==> src/rtl/turbo_encoder_if.sv <==
// Block handshake and bit-plane output bus between the turbo encoder and its consumer.
// master drives info bits; slave is the encoder.
interface turbo_encoder_if;
   localparam int unsigned INFO_W  = 5;
   localparam int unsigned PLANE_W = 21;

   logic [INFO_W-1:0]  data_i;
   logic               valid_i;
   logic               ready_o;
   logic [PLANE_W-1:0] data_o;
   logic               start_o;
   logic               done_o;

   modport master (output data_i, valid_i, input ready_o, data_o, start_o, done_o);
   modport slave  (input data_i, valid_i, output ready_o, data_o, start_o, done_o);
endinterface

==> src/rtl/turbo_encoder.sv <==
// Rate-1/3 turbo encoder: two RSC(1+D+D^2, 1+D^2) encoders around a 7-point interleaver,
// streamed as four soft-value bit-plane words {sys, par1, par2}.
module turbo_encoder #(
   parameter int unsigned INPUT_SIZE  = 5,
   parameter int unsigned EXTEND_SIZE = 7,
   parameter int unsigned SOFT_W      = 4
) (
   input  logic            clk_p_i,
   input  logic            reset_n_i,
   turbo_encoder_if.slave  bus
);
   localparam int unsigned POS_W   = $clog2(EXTEND_SIZE);
   localparam int unsigned PLANE_W = 3 * EXTEND_SIZE;
   localparam int unsigned PCNT_W  = $clog2(SOFT_W);

   typedef enum logic [1:0] {S_IDLE, S_ENC1, S_ENC2, S_SEND} state_t;

   typedef struct packed {
      logic [EXTEND_SIZE-1:0] sys;
      logic [EXTEND_SIZE-1:0] par1;
      logic [EXTEND_SIZE-1:0] par2;
   } plane_t;

   state_t                  state;
   logic [INPUT_SIZE-1:0]   info;
   logic [POS_W-1:0]        pos;
   logic [PCNT_W-1:0]       plane_cnt;
   logic [EXTEND_SIZE-1:0]  sys, par1, par2;
   logic                    enc1_s1, enc1_s2, enc2_s1, enc2_s2;

   logic [EXTEND_SIZE-1:0]  info_ext, sys2;
   logic                    enc1_u, enc1_a, enc1_p;
   logic                    enc2_u, enc2_a, enc2_p;
   plane_t                  word;
   logic [PLANE_W-1:0]      plane_next;
   logic [PCNT_W-1:0]       plane_cnt_nxt;

   assign bus.ready_o = (state == S_IDLE);

   // Per-position encoder datapath; tail positions 1..0 drive encoder 1 back to (0,0).
   always_comb begin
      info_ext      = {info, 2'b00};
      enc1_u        = (pos >= POS_W'(2)) ? info_ext[pos] : (enc1_s1 ^ enc1_s2);
      enc1_a        = enc1_u ^ enc1_s1 ^ enc1_s2;
      enc1_p        = enc1_a ^ enc1_s2;
      sys2          = {sys[0], sys[4], sys[1], sys[5], sys[2], sys[6], sys[3]};
      enc2_u        = sys2[pos];
      enc2_a        = enc2_u ^ enc2_s1 ^ enc2_s2;
      enc2_p        = enc2_a ^ enc2_s2;
      word          = '{sys: sys, par1: par1, par2: par2};
      plane_cnt_nxt = plane_cnt + PCNT_W'(1);
      // +7 = 4'b0111, -7 = 4'b1001: plane0 constant, planes 1/2 the bit, plane3 its inverse
      case (plane_cnt_nxt)
         PCNT_W'(0): plane_next = '1;
         PCNT_W'(3): plane_next = ~word;
         default:    plane_next = word;
      endcase
   end

   always_ff @(posedge clk_p_i or negedge reset_n_i) begin
      if (!reset_n_i) begin
         state       <= S_IDLE;
         info        <= '0;
         pos         <= '0;
         plane_cnt   <= '0;
         sys         <= '0;
         par1        <= '0;
         par2        <= '0;
         enc1_s1     <= 1'b0;
         enc1_s2     <= 1'b0;
         enc2_s1     <= 1'b0;
         enc2_s2     <= 1'b0;
         bus.data_o  <= '0;
         bus.start_o <= 1'b0;
         bus.done_o  <= 1'b0;
      end else begin
         case (state)
            S_IDLE: begin
               if (bus.valid_i) begin
                  info    <= bus.data_i;
                  pos     <= POS_W'(EXTEND_SIZE - 1);
                  enc1_s1 <= 1'b0;
                  enc1_s2 <= 1'b0;
                  enc2_s1 <= 1'b0;
                  enc2_s2 <= 1'b0;
                  state   <= S_ENC1;
               end
            end
            S_ENC1: begin
               sys[pos]  <= enc1_u;
               par1[pos] <= enc1_p;
               enc1_s1   <= enc1_a;
               enc1_s2   <= enc1_s1;
               if (pos == '0) begin
                  pos   <= POS_W'(EXTEND_SIZE - 1);
                  state <= S_ENC2;
               end else begin
                  pos <= pos - POS_W'(1);
               end
            end
            S_ENC2: begin
               par2[pos] <= enc2_p;
               enc2_s1   <= enc2_a;
               enc2_s2   <= enc2_s1;
               if (pos == '0) begin
                  plane_cnt   <= '0;
                  bus.data_o  <= '1;
                  bus.start_o <= 1'b1;
                  state       <= S_SEND;
               end else begin
                  pos <= pos - POS_W'(1);
               end
            end
            S_SEND: begin
               if (plane_cnt == PCNT_W'(SOFT_W - 1)) begin
                  bus.data_o  <= '0;
                  bus.start_o <= 1'b0;
                  bus.done_o  <= 1'b0;
                  state       <= S_IDLE;
               end else begin
                  plane_cnt  <= plane_cnt_nxt;
                  bus.data_o <= plane_next;
                  bus.done_o <= (plane_cnt_nxt == PCNT_W'(SOFT_W - 1));
               end
            end
            default: state <= S_IDLE;
         endcase
      end
   end
endmodule

==> src/flat_wrapper.sv <==
// flat-port wrapper written by rule: the top's interface ports become plain ports
module turbo_encoder_flat 
#(
   parameter int unsigned INPUT_SIZE  = 5,
   parameter int unsigned EXTEND_SIZE = 7,
   parameter int unsigned SOFT_W      = 4
)
  (clk_p_i, reset_n_i, bus_data_i, bus_valid_i, bus_ready_o, bus_data_o, bus_start_o, bus_done_o);
  turbo_encoder_if bus_i ();
  input  logic clk_p_i;
  input  logic reset_n_i;
  input wire logic [$bits(bus_i.data_i)-1:0] bus_data_i;
  input wire logic [$bits(bus_i.valid_i)-1:0] bus_valid_i;
  output wire logic [$bits(bus_i.ready_o)-1:0] bus_ready_o;
  output wire logic [$bits(bus_i.data_o)-1:0] bus_data_o;
  output wire logic [$bits(bus_i.start_o)-1:0] bus_start_o;
  output wire logic [$bits(bus_i.done_o)-1:0] bus_done_o;
  assign bus_i.data_i = bus_data_i;
  assign bus_i.valid_i = bus_valid_i;
  assign bus_ready_o = bus_i.ready_o;
  assign bus_data_o = bus_i.data_o;
  assign bus_start_o = bus_i.start_o;
  assign bus_done_o = bus_i.done_o;
  turbo_encoder #(.INPUT_SIZE(INPUT_SIZE), .EXTEND_SIZE(EXTEND_SIZE), .SOFT_W(SOFT_W)) u_core (.clk_p_i(clk_p_i), .reset_n_i(reset_n_i), .bus(bus_i));
endmodule
==> config.mk <==
export PLATFORM = sky130hd
export DESIGN_NAME = turbo_encoder_flat
export DESIGN_NICKNAME = d
export VERILOG_FILES = /design/src/rtl/turbo_encoder_if.sv /design/src/rtl/turbo_encoder.sv /design/src/flat_wrapper.sv
export SDC_FILE = /design/constraint.sdc
export NUM_CORES = 1
export LEC_CHECK = 0
export BUFFER_PORTS_ARGS = -buffer_cell sky130_fd_sc_hd__buf_2
export CAP_MARGIN = 20
export CORE_UTILIZATION = 44
export DETAILED_ROUTE_END_ITERATION = 12
export GPL_ROUTABILITY_DRIVEN = 0
export PLACE_DENSITY = 0.63
export SETUP_SLACK_MARGIN = 0.15
export SYNTH_ARGS = -nofsm -noshare
export SYNTH_HDL_FRONTEND = slang
export SYNTH_SLANG_ARGS = --single-unit
==> constraint.sdc <==
create_clock -name clk_p_i -period 1.9 [get_ports clk_p_i]
set_clock_uncertainty 0.1 [all_clocks]
set_input_delay 0.38 -clock clk_p_i [delete_from_list [all_inputs] [get_ports clk_p_i]]
set_output_delay 0.38 -clock clk_p_i [all_outputs]
set_load 0.05 [all_outputs]
==> flow_summary.html <==
<table>
<tr><th>Metric</th><th>Value</th></tr>
<tr><th colspan="2">Run status</th></tr>
<tr><td>Result of the run</td><td>finished with violations</td></tr>
<tr><td>Violations in the final reports</td><td>setup timing</td></tr>
<tr><th colspan="2">STA</th></tr>
<tr><td>Slew Limit Fails</td><td>0</td></tr>
<tr><td>Hold Vio Cnt, Final</td><td>0</td></tr>
<tr><td>Tcrit/Tclk final</td><td>1.01</td></tr>
<tr><td>Unrepaired setup endpoints after global routing</td><td>true</td></tr>
<tr><td>Clock period minus worst slack</td><td>1.92 ns</td></tr>
<tr><td>Worst slew slack as a fraction of its limit</td><td>0.768</td></tr>
<tr><td>Setup-failing EPs final</td><td>13</td></tr>
<tr><td>Max Fclk</td><td>522 MHz</td></tr>
<tr><td>Worst Max-Slew Pin Slew</td><td>0.348 ns</td></tr>
<tr><td>Setup slack after layout</td><td>-0.0153 ns</td></tr>
<tr><th colspan="2">Worst hold path</th></tr>
<tr><td>Hold Path End</td><td>u_core.info[4]</td></tr>
<tr><td>Hold WC Path Type</td><td>in2reg</td></tr>
<tr><td>Hold Path Origin</td><td>bus_data_i[4]</td></tr>
<tr><td>Instance count along the most critical hold path</td><td>2</td></tr>
<tr><th colspan="2">Critical path</th></tr>
<tr><td>Worst setup slack for register-to-register paths</td><td>-0.02 ns</td></tr>
<tr><td>Type of the worst setup path</td><td>reg2reg</td></tr>
<tr><td>CP bufs+invs</td><td>1</td></tr>
<tr><td>Length in cells of the worst reg-to-reg path</td><td>6</td></tr>
<tr><td>Crit start category</td><td>flip-flop</td></tr>
<tr><td>Gate family responsible for the most delay along the worst path</td><td>compound AO/OA/AOI/OAI gates</td></tr>
<tr><td>Signal arrival time at the worst endpoint</td><td>2.04 ns</td></tr>
<tr><td>Reg-to-Reg End</td><td>u_core.par1[6]</td></tr>
<tr><td>Type of element capturing the critical path</td><td>flip-flop</td></tr>
<tr><td>Data required time of the critical path</td><td>2.02 ns</td></tr>
<tr><td>Worst r2r src</td><td>u_core.pos[0]</td></tr>
<tr><td>Maximum single-stage delay on the critical path</td><td>0.40 ns</td></tr>
<tr><td>Worst-path maximum fanout</td><td>7</td></tr>
<tr><td>Slowest library cell on the worst path</td><td>dfrtp_1</td></tr>
<tr><td>Cell-by-cell listing of the critical path</td><td>buf_4 -&gt; or3b_1 -&gt; a31o_2 -&gt; o31ai_1 -&gt; a211oi_2 -&gt; mux2_2</td></tr>
<tr><th colspan="2">Final layout</th></tr>
<tr><td>Post-route non-filler standard cell count</td><td>448</td></tr>
<tr><td>Layout cell share with drive strength beyond 1</td><td>0.415</td></tr>
<tr><td>Footprint of the multi-input gates</td><td>1690 sq um</td></tr>
<tr><td>Layout Cell Area excl Fill</td><td>3980 sq um</td></tr>
<tr><td>Final design utilization</td><td>0.576</td></tr>
<tr><td>Storage cell area</td><td>1500 sq um</td></tr>
<tr><td># fillers</td><td>618</td></tr>
<tr><td>Most common library cell in the layout ignoring fill and taps</td><td>dfrtp_1</td></tr>
<tr><td>Synthesis-to-finish area growth</td><td>24.7%</td></tr>
<tr><td>Number of antenna diodes</td><td>0</td></tr>
<tr><td>Commonest cells after routing, fill and taps aside</td><td>dfrtp_1 (58), mux2_2 (37), o21ai_0 (31), buf_2 (30), buf_4 (24)</td></tr>
<tr><td>Number of nets in the finished design</td><td>364</td></tr>
<tr><th colspan="2">Routing</th></tr>
<tr><td>Total wire length after detailed routing</td><td>6450 microns</td></tr>
<tr><td>Iter 0 DRT Violations</td><td>68</td></tr>
<tr><td>First drt pass iteration count</td><td>4</td></tr>
<tr><td>Residual DRC</td><td>0</td></tr>
<tr><td>WL per Instance</td><td>14.4 microns</td></tr>
<tr><td>Number of antenna-violating nets in the routed design</td><td>0</td></tr>
<tr><td>Via count</td><td>2281</td></tr>
<tr><td>Via-to-Cell Ratio</td><td>5.09</td></tr>
<tr><th colspan="2">Place</th></tr>
<tr><td>Number of placed instances with taps included</td><td>426</td></tr>
<tr><td>Quantity of I/O buffers inserted on ports</td><td>31</td></tr>
<tr><td>Dpl cell area</td><td>3620 sq um</td></tr>
<tr><td>Final HPWL from detailed placement</td><td>4510 microns</td></tr>
<tr><td>Worst slack, placed</td><td>-0.0171 ns</td></tr>
<tr><th colspan="2">Clock tree</th></tr>
<tr><td>Clock latency at the later pin of the worst-skew pair</td><td>0.34 ns</td></tr>
<tr><td>Total CTS buffers</td><td>9</td></tr>
<tr><td>Number of H-tree branching levels</td><td>3</td></tr>
<tr><td>Clock tree from TritonCTS</td><td>done</td></tr>
<tr><td>Clock-pin slew of the registers on the worst-case setup and hold paths</td><td>0.07 ns</td></tr>
<tr><td>Clock sink total</td><td>60</td></tr>
<tr><td>Maximum clock insertion buffer count</td><td>2</td></tr>
<tr><td>CTS Root Buffer Type</td><td>clkbuf_8</td></tr>
<tr><th colspan="2">Global routing</th></tr>
<tr><td>Largest net degree at the start of global routing</td><td>61</td></tr>
<tr><td>Number of global-route vias before repair</td><td>2217</td></tr>
<tr><td>Antenna violations before repair</td><td>0</td></tr>
<tr><td>GR Overflow Total</td><td>0</td></tr>
<tr><td>First-pass GRT wire length</td><td>10600 microns</td></tr>
<tr><td>Overall global routing resource usage</td><td>0.184</td></tr>
<tr><th colspan="2">Die</th></tr>
<tr><td>Die Span Y</td><td>87.2 microns</td></tr>
<tr><td>Width of the die</td><td>87.2 microns</td></tr>
<tr><td>Initial standard-cell utilization of the core</td><td>0.462</td></tr>
<tr><td>Die area</td><td>7600 sq um</td></tr>
<tr><td>Area of the core</td><td>6910 sq um</td></tr>
<tr><td>Count of standard-cell rows</td><td>30</td></tr>
<tr><td>Number of ports placed on the die boundary</td><td>32</td></tr>
<tr><th colspan="2">Synth</th></tr>
<tr><td>Portion of the post-synthesis area used by sequential elements</td><td>0.470</td></tr>
<tr><td>Synthesized flop and latch total</td><td>60</td></tr>
<tr><td>Mean cell area of the mapped netlist</td><td>10.9 sq um</td></tr>
<tr><td>Yosys synthesis warning count</td><td>0</td></tr>
<tr><td>Library cells used by synthesis</td><td>40</td></tr>
<tr><td>Post-synth EDFFs</td><td>0</td></tr>
<tr><td>Instance count of the mapped netlist</td><td>292</td></tr>
<tr><td>Netlist area before placement</td><td>3190 sq um</td></tr>
<tr><td>Async set-or-reset flop fraction in the synthesized netlist</td><td>1.00</td></tr>
<tr><td>Net Count, Synth</td><td>309</td></tr>
<tr><td>Main flop type after synthesis</td><td>dfrtp_1</td></tr>
<tr><th colspan="2">Run</th></tr>
<tr><td>Count of maximum capacitance violations</td><td>0</td></tr>
</table>
-- registers in the layout, summed over array words and instances (netlist names), 2 cells and up --
| name | count |
|---|---|
| u_core.par1 | 7 |
| u_core.pos | 3 |
| u_core.state | 2 |
| u_core.info | 5 |
| u_core.par2 | 7 |
| u_core.plane_cnt | 2 |
| u_core.bus.data_o | 21 |
| u_core.sys | 7 |
-- per-layer routing --
metal / vias to the layer above / part of all wire / GRT usage
met4: 0 / 0.018 / 0.0849
li1: 1141 / - / -
met1: 1089 / 0.48 / 0.232
met3: 10 / 0.030 / 0.0427
met2: 41 / 0.47 / 0.300
met5: - / 0 / 0
-- worst register-to-register path, stage by stage, from the launching register on --
cell and delay, ns:
dfrtp_1 0.40, buf_4 0.17, or3b_1 0.35, a31o_2 0.26, o31ai_1 0.08, a211oi_2 0.16, mux2_2 0.28
-- synth_stat cells (2+ instances only) --
cell type  number  area (sq um)
nand4_1         3          18.8
nand2b_1        6          37.5
mux2_2         41           462
a32o_1          2          20.0
nor3_1          4          20.0
nor2b_1         2          12.5
xnor2_2         2          32.5
a21boi_0        2          15.0
nand2_1        15          56.3
nor2_1         19          71.3
nand3_1         6          30.0
o21ai_0        34           170
a22o_1          2          17.5
a211oi_2        2          25.0
dfrtp_1        60          1500
buf_6           2          22.5
buf_2           6          30.0
a21oi_1        11          55.1
xnor2_1        21           184
inv_1           7          26.3
mux2i_1         6          60.1
clkbuf_1       10          37.5
a22oi_1         2          15.0
nand3b_1        3          22.5
ha_1            9           113
-- metrics by stage --
stage                     TNS (ns)  hold slack [ns]
after floorplan                  0          -0.0156
after global placement           0            0.315
after detailed placement    -0.110            0.314
after CTS                   -0.158            0.152
after global routing         -1.32            0.161
final                       -0.116            0.168
-- what timing repair did --
item,CTS,global route
pin swaps,2,4
hold endpoints to repair,60,0
gates cloned,0,2
hold buffers,1,0
buffers inserted,3,0
gates resized for setup,10,21
setup endpoints to repair,49,50
-- worst max-delay path by stage --
stage               slack, ns  cells after the start     startpoint              to
floorplan                0.02                      7  u_core.pos[0]  u_core.enc1_s1
global placement         0.03                      5  u_core.pos[0]  u_core.par2[0]
detailed placement      -0.02                      5  u_core.pos[0]  u_core.par2[0]
CTS                     -0.02                      6  u_core.pos[0]  u_core.enc1_s1
global route            -0.07                      6  u_core.pos[0]  u_core.par1[6]
finish                  -0.02                      6  u_core.pos[0]  u_core.par1[6]
-- layout make-up --
type                    count  area share
clock inverters             5      0.0132
multi-input cells         207       0.425
clock buffers              11      0.0330
well taps                  96      0.0302
repair buffers             62       0.114
flip-flops and latches     60       0.378
inverters                   7     0.00660
-- logic make-up (layout without fill, tap and decap cells) --
| family | Yosys count | in the layout | synth area share |
|---|---|---|---|
| buffers and inverters | 25 | 85 | 0.0365 |
| AO/OA/AOI/OAI | 62 | 62 | 0.118 |
| adder cells (fa/ha/maj) | 9 | 9 | 0.0353 |
| multiplexers | 49 | 49 | 0.175 |
| XOR/XNOR | 24 | 24 | 0.0706 |
| flip-flops | 60 | 60 | 0.470 |
| AND/OR/NAND/NOR | 63 | 63 | 0.0949 |
Power is not shown: default switching activity piles up to over one toggle a cycle in this logic, so the estimate is an artifact.
